[config.mk]
export PLATFORM = sky130hd
export DESIGN_NAME = pcie_tx_arb
export DESIGN_NICKNAME = d
export VERILOG_FILES = /design/src/rtl/pcie_tx_arb_pkg.sv /design/src/rtl/pcie_tx_arb_rr_pick3.sv /design/src/rtl/pcie_tx_arb.sv
export SDC_FILE = /design/constraint.sdc
export NUM_CORES = 1
export LEC_CHECK = 0
export ABC_AREA = 1
export BUFFER_PORTS_ARGS = -buffer_cell sky130_fd_sc_hd__buf_2
export CORE_ASPECT_RATIO = 1.1
export CORE_MARGIN = 1.5
export CORE_UTILIZATION = 45
export DETAILED_ROUTE_END_ITERATION = 12
export GPL_ROUTABILITY_DRIVEN = 0
export PLACE_DENSITY = 0.64
export SYNTH_ARGS = -nofsm -noshare
export SYNTH_HDL_FRONTEND = slang
export SYNTH_SLANG_ARGS = --single-unit
[constraint.sdc]
create_clock -name pcie_user_clk -period 1.95 [get_ports pcie_user_clk]
set_clock_uncertainty 0.1 [all_clocks]
set_input_delay 0.0975 -clock pcie_user_clk [delete_from_list [all_inputs] [get_ports pcie_user_clk]]
set_output_delay 0.0975 -clock pcie_user_clk [all_outputs]
set_load 0.02 [all_outputs]
[src/rtl/pcie_tx_arb_pkg.sv]
// Shared types and constants for the PCIe TX requester arbiter.
package pcie_tx_arb_pkg;

  typedef enum logic [3:0] {
    S_IDLE   = 4'b0001,
    S_ACK    = 4'b0010,
    S_BUSY   = 4'b0100,
    S_SETTLE = 4'b1000
  } state_t;

  localparam int unsigned CPLD  = 0;
  localparam int unsigned MRD   = 1;
  localparam int unsigned MWR   = 2;
  localparam int unsigned N_REQ = 3;

  // Settle counter width, never narrower than one bit.
  function automatic int unsigned cnt_width(input int unsigned n);
    return ($clog2(n + 1) < 1) ? 1 : $clog2(n + 1);
  endfunction

endpackage

[src/rtl/pcie_tx_arb_rr_pick3.sv]
// Combinational 3-way round-robin picker with optional CPLD priority override.
module rr_pick3
  import pcie_tx_arb_pkg::*;
(
  input  logic [N_REQ-1:0] elig,
  input  logic [N_REQ-1:0] last,
  input  logic             prio_en,
  output logic [N_REQ-1:0] win
);

  // Search starts at the index after the last-served one, wrapping.
  always_comb begin
    win = '0;
    if (prio_en && elig[CPLD]) begin
      win = 3'b001;
    end else begin
      case (last)
        3'b001:  win = elig[MRD]  ? 3'b010 : elig[MWR]  ? 3'b100 : elig[CPLD] ? 3'b001 : 3'b000;
        3'b010:  win = elig[MWR]  ? 3'b100 : elig[CPLD] ? 3'b001 : elig[MRD]  ? 3'b010 : 3'b000;
        default: win = elig[CPLD] ? 3'b001 : elig[MRD]  ? 3'b010 : elig[MWR]  ? 3'b100 : 3'b000;
      endcase
    end
  end

endmodule

[src/rtl/pcie_tx_arb.sv]
// Arbitrates CPLD / MRd / MWr requesters onto the TX TLP mux, gated by FC grants,
// with a settle window after each TLP so the credit snapshot can refresh.
module pcie_tx_arb
  import pcie_tx_arb_pkg::*;
#(
  parameter int unsigned P_GNT_SETTLE    = 4,
  parameter bit          P_CPLD_PRIORITY = 1'b1
) (
  input  logic       pcie_user_clk,
  input  logic       pcie_user_rst,
  input  logic       tx_cpld_gnt,
  input  logic       tx_mrd_gnt,
  input  logic       tx_mwr_gnt,
  input  logic       cpld_req,
  output logic       cpld_ack,
  input  logic       cpld_done,
  input  logic       mrd_req,
  output logic       mrd_ack,
  input  logic       mrd_done,
  input  logic       mwr_req,
  output logic       mwr_ack,
  input  logic       mwr_done,
  output logic [2:0] tx_sel,
  output logic       tx_arb_busy
);

  localparam int unsigned        CNT_W       = cnt_width(P_GNT_SETTLE);
  localparam logic [CNT_W-1:0]   SETTLE_LOAD = CNT_W'(P_GNT_SETTLE);

  state_t             state, state_nxt;
  logic [N_REQ-1:0]   r_sel, sel_nxt;
  logic [N_REQ-1:0]   last, last_nxt;
  logic [CNT_W-1:0]   cnt, cnt_nxt;
  logic [N_REQ-1:0]   ack_q, ack_nxt;
  logic [N_REQ-1:0]   tx_sel_nxt;
  logic               busy_nxt;
  logic [N_REQ-1:0]   elig, done_v, win;
  logic               sel_done;

  assign elig     = {mwr_req & tx_mwr_gnt, mrd_req & tx_mrd_gnt, cpld_req & tx_cpld_gnt};
  assign done_v   = {mwr_done, mrd_done, cpld_done};
  assign sel_done = |(done_v & r_sel);

  rr_pick3 u_pick (
    .elig    (elig),
    .last    (last),
    .prio_en (P_CPLD_PRIORITY),
    .win     (win)
  );

  // Next state plus next registered outputs, decoded from next state and selection.
  always_comb begin
    state_nxt  = state;
    sel_nxt    = r_sel;
    last_nxt   = last;
    cnt_nxt    = cnt;
    ack_nxt    = '0;
    tx_sel_nxt = '0;
    busy_nxt   = 1'b0;
    case (state)
      S_IDLE: begin
        if (|elig) begin
          state_nxt = S_ACK;
          sel_nxt   = win;
          last_nxt  = win;
        end
      end
      S_ACK, S_BUSY: begin
        if (sel_done) begin
          if (P_GNT_SETTLE == 0) begin
            state_nxt = S_IDLE;
          end else begin
            state_nxt = S_SETTLE;
            cnt_nxt   = SETTLE_LOAD;
          end
        end else begin
          state_nxt = S_BUSY;
        end
      end
      S_SETTLE: begin
        if (cnt <= CNT_W'(1)) begin
          state_nxt = S_IDLE;
        end else begin
          cnt_nxt = cnt - CNT_W'(1);
        end
      end
      default: state_nxt = S_IDLE;
    endcase
    if (state_nxt == S_ACK) begin
      ack_nxt = sel_nxt;
    end
    if (state_nxt == S_ACK || state_nxt == S_BUSY) begin
      tx_sel_nxt = sel_nxt;
    end
    busy_nxt = (state_nxt != S_IDLE);
  end

  always_ff @(posedge pcie_user_clk) begin
    if (pcie_user_rst) begin
      state       <= S_IDLE;
      r_sel       <= '0;
      last        <= 3'b100;
      cnt         <= '0;
      ack_q       <= '0;
      tx_sel      <= '0;
      tx_arb_busy <= 1'b0;
    end else begin
      state       <= state_nxt;
      r_sel       <= sel_nxt;
      last        <= last_nxt;
      cnt         <= cnt_nxt;
      ack_q       <= ack_nxt;
      tx_sel      <= tx_sel_nxt;
      tx_arb_busy <= busy_nxt;
    end
  end

  assign cpld_ack = ack_q[CPLD];
  assign mrd_ack  = ack_q[MRD];
  assign mwr_ack  = ack_q[MWR];

endmodule

Yosys cells after proc, flatten, opt, wreduce, memory -nomap -nowiden --
Cells that the tools add are included. W data, S select, Z words.
Operators by class: add/sub/neg operators 1, eq/ne operators 10, reductions and logical operators 9, mux-type cells 15, order comparisons 1, bitwise gates (word level) 6
Operator list (number):
- $mux W3 | 9
- $mux W4 | 3
- $pmux W4 S3 | 1
- $eq A4 B2 Y1 const B | 2
- $eq A4 B3 Y1 const B | 2
- $pmux W3 S2 | 1
- $reduce_or A2 Y1 | 3
- $reduce_or A3 Y1 | 2
- $eq A4 B1 Y1 const B | 1
- $eq A4 B4 Y1 const B | 1
- $ne A2 B2 Y1 const B | 2
- $ne A4 B1 Y1 const B | 1
- $and A1 B1 Y1 | 3
- $and A3 B3 Y3 | 1
- $eq A3 B2 Y1 const B | 1
- $le A3 B1 Y1 const B | 1
- $reduce_and A3 Y1 | 1
- $sub A3 B1 Y3 const B | 1
- $mux W2 | 1
- $not A1 Y1 | 2
- $reduce_and A2 Y1 | 1
- $reduce_bool A2 Y1 | 1
- $logic_or A1 B1 Y1 | 1
Storage, ports and cells: output and inout port bits 7, word-level logic and storage cells 49, bits in registers 20

Depth between registers and ports, before layout --
depth after elaboration 8, depth in mapped cells 9, depth with buffers taken out 9

Cells and area by module --
A second synthesis with hierarchy kept.
Second synthesis, totals: cell total of the unflattened synthesis 131, area, all modules 992.2 um^2
Modules (own cells, without submodules):
- pcie_tx_arb | times used 1, cells an instance 108, area each 899.6 um^2
- rr_pick3 | times used 1, cells an instance 23, area each 92.6 um^2

Worst setup path after synthesis --
OpenSTA, ideal clock, no wires.
path type reg-to-reg, from register cnt[0], to register cnt[1], setup slack 765 ps, clock period less this slack 1185 ps, cell stages (with the launch flop) 9, buffers on the path 0, arrival time 965 ps, cell sequence dfxtp_1 -> ha_1 -> inv_1 -> o21ai_1 -> nand2_1 -> nand2_2 -> nand2_2 -> nand2_1 -> a21oi_2
On the way: cells in the longest elaborated chain, start to end 3, elaborated cells between the ends (all ways) 6, those cells by class 1 x add/sub; 1 x order compare; 1 x eq/ne; 2 x mux; 1 x reduce/logical
RTL lines:
- start, declared | RTL line pcie_tx_arb.sv:33 | logic [CNT_W-1:0] cnt, cnt_nxt;
- start signal, assigned | RTL line pcie_tx_arb.sv:111 | cnt <= cnt_nxt;
- $sub A3 B1 Y3 / $le A3 B1 Y1 (equally long branches) | RTL line pcie_tx_arb.sv:84, pcie_tx_arb.sv:81
- $mux W3 / $ne A2 B2 Y1 (equally long branches)
- $pmux W3 S2 / $reduce_and A3 Y1 (equally long branches)
Several ways; a longest one is shown, not always the timed one. The select of a mux whose other input is x is not followed. A chain may end at the register's enable or synchronous reset.

Final worst setup path --
from register cnt[1], to register cnt[0]
On the way: cells in the longest elaborated chain, start to end 3
RTL lines:
- $le A3 B1 Y1 | RTL line pcie_tx_arb.sv:81 | if (cnt <= CNT_W'(1)) begin
- $ne A2 B2 Y1 (no line)
- $reduce_and A3 Y1 (no line)
Every way passes these cells.

==> reports/results.ini <==
[power_and_ir_drop]
power_leakage_nw=0.5249
ir_drop_uv=512.4
p_sw_share_pct=28.95
clkPwrFrac_pct=27.7
pwr-share-comb_pct=19.8
p_switching_w=0.0002477
p_per_area_mw_per_mm2=802.8
internal_power_w=0.0006081
power_frac_seq_pct=52.5
total_power_w=0.0008558

[clock_network]
cts_sinks=20
clock_latency_ns=0.29
htreeDepth=1
cts_hold_buf=1
post_cts.repair.setup_buffers=0
cts_tree=done
cts_buffer_depth=2
cts_inserted_buffers=3
root_buffer=clkbuf_4
clk_pin_slew_worst_paths_ns=0.11
ctsResizeCount=0

[place]
pre_cts_slack_ns=0.6416
placed_cell_area_mm2=0.001020
place_hpwl_um=1279
port_buffers=17

[timing]
hold_violations=0
rsz0062_at_grt=false
final.setup.tns_ns=0
fmax_mhz=747.4
worst_pin_slew_ns=0.2253
setup_viol=0
layout_min_cycle_time_ns=1.338
final-max-slew-violation-count=0
maxSlewHeadroom_pct=84.98
fin_ws_ns=0.6120
fin_crit_sh_pct=68.62

[setup_path]
path_class=register to register
crit_arrival_ns=1.47
endpoint_kind=register
ff2ff_path_depth=9
startpoint_type=register
worstPathMaxFanout=5
crit_required_ns=2.08

[detailed_routing]
routed_via_density=4.479
drtIter0Drc=13
postRouteWirelength_um=1615
wl_per_cell_um=9.788
vias=739
ant_nets=0
drc=0
dr.pass1.iters=4

[flow_run]
drv_cap=0

[logic_synthesis]
syn_inst=117
ys_warn_count=0
yosysSeqAreaShare_pct=44.20
yosys_most_used_dff=dfxtp_1
synth_area_leader_cell=dfxtp_1
synth_area_um2=905.9
synth_fp_nets=130
avgSynthCellArea_um2=7.742
synth.most_common_cell=nand2_1
yosysUniqueCellTypes=21
ys_top_cells_by_area=dfxtp_1 44%, nand2_1 11%, nor2_1 6.6%
ys_async_sr_fraction_pct=0
synth_top_area_share_pct=44.20
synth_edf_count=0
ys_top_cells_by_count=26 x nand2_1, 20 x dfxtp_1, 16 x nor2_1
synth-seq-cells=20

[global_routing]
use_met3_pct=2.564
grt_overflow=0
antenna_found_initial=0
grt_pass1_vias=661
use_met2_pct=24.18
grt_pass1_wl_um=2697
busiest_layer=met2
track_usage_pct=16.14
use_met1_pct=22.60
grt_max_degree=12

[final_layout]
fin_area_mm2=0.001066
area_delta_synth_final_pct=17.68
nets=152
n_antenna_cell=0
drive_gt1_share_pct=31.16

[run_status]
outcome=finished, final reports clean

[floorplan]
die_area_mm2=0.002292
io_pins=18
rows=16
die_x_um=45.78
core_mm2=0.001842
start_util_pct=49.18
die_y_um=50.06

[hold_path]
hold_path_depth=4
min_path_type=primary input to register

## layout make-up
type                    count  area, um^2
inverters                  19       76.32
clock buffers               4       36.28
flip-flops and latches     20       400.4
repair buffers             18       95.09
fillers                   190       775.7
multi-input cells          77       424.2
well taps                  27       33.78
## power groups by stage
stage / sequential [W] / combinational, W / clock, W
after floorplan: 0.000469 / 0.000118 / 0
after global placement: 0.000458 / 0.000167 / 0
after detailed placement: 0.000459 / 0.000170 / 0
after CTS: 0.000450 / 0.000172 / 0.000243
after global routing: 0.000453 / 0.000191 / 0.000267
final: 0.000450 / 0.000169 / 0.000237
## worst max-delay path, stage by stage (launching register included)
cell	delay, ns
dfxtp_1	0.37
inv_1	0.07
ha_1	0.18
inv_1	0.06
o21ai_1	0.07
nand2_1	0.08
nand2_2	0.08
nand2_2	0.10
nand2_1	0.07
a21oi_2	0.11
## cells in the final DEF (no fill, tap or decap)
cell	n
ha_1	2
xnor2_1	1
nand4_2	1
clkbuf_4	3
nand2_2	5
nor2_2	2
nand3_2	3
dlygate4sd3_1	1
nor2_4	1
a21oi_1	3
a21oi_2	4
clkbuf_8	1
inv_1	15
inv_2	3
nand3_4	1
dfxtp_1	20
buf_2	17
nand2_4	1
nor2_1	16
nand3_1	9
or2_0	1
o21ai_1	1
nand2_1	26
clkinv_4	1
## through the flow
step | hold WS [ns] | util (%) | cells
floorplan | 0.2620 | - | 117
global placement | 0.3145 | 55.37 | 160
detailed placement | 0.3240 | 55.37 | 160
CTS | 0.08416 | 57.88 | 165
global route | 0.09333 | 57.88 | 165
finish | 0.08559 | 57.88 | 165
## cells by family after synthesis
family / share of synthesized area, %
AND/OR/NAND/NOR: 37.02
buffers and inverters: 8.977
flip-flops: 44.20
AO/OA/AOI/OAI: 6.076
adder cells (fa/ha/maj): 2.762
XOR/XNOR: 0.9670
## per-layer routing
metal / vias up / wire length, um
li1: 399 / -
met1: 320 / 787
met2: 18 / 749
met3: 2 / 70
met4: 0 / 8
met5: - / 0
## worst paths after layout
path	startpoint	to	slack, ns
setup / recovery	cnt[1]	cnt[0]	0.61
hold / removal	tx_cpld_gnt	last[2]	0.09
setup reg to reg	cnt[1]	cnt[0]	0.61
hold reg to reg	last[1]	last[1]	0.38
## state kept, by name, summed over array words and instances (netlist names)
name,cells
ack_q,3
tx_sel,3
cnt,3
last,3
r_sel,3
state,4
tx_arb_busy,1
No activity file was read; power rests on OpenSTA's default activity.
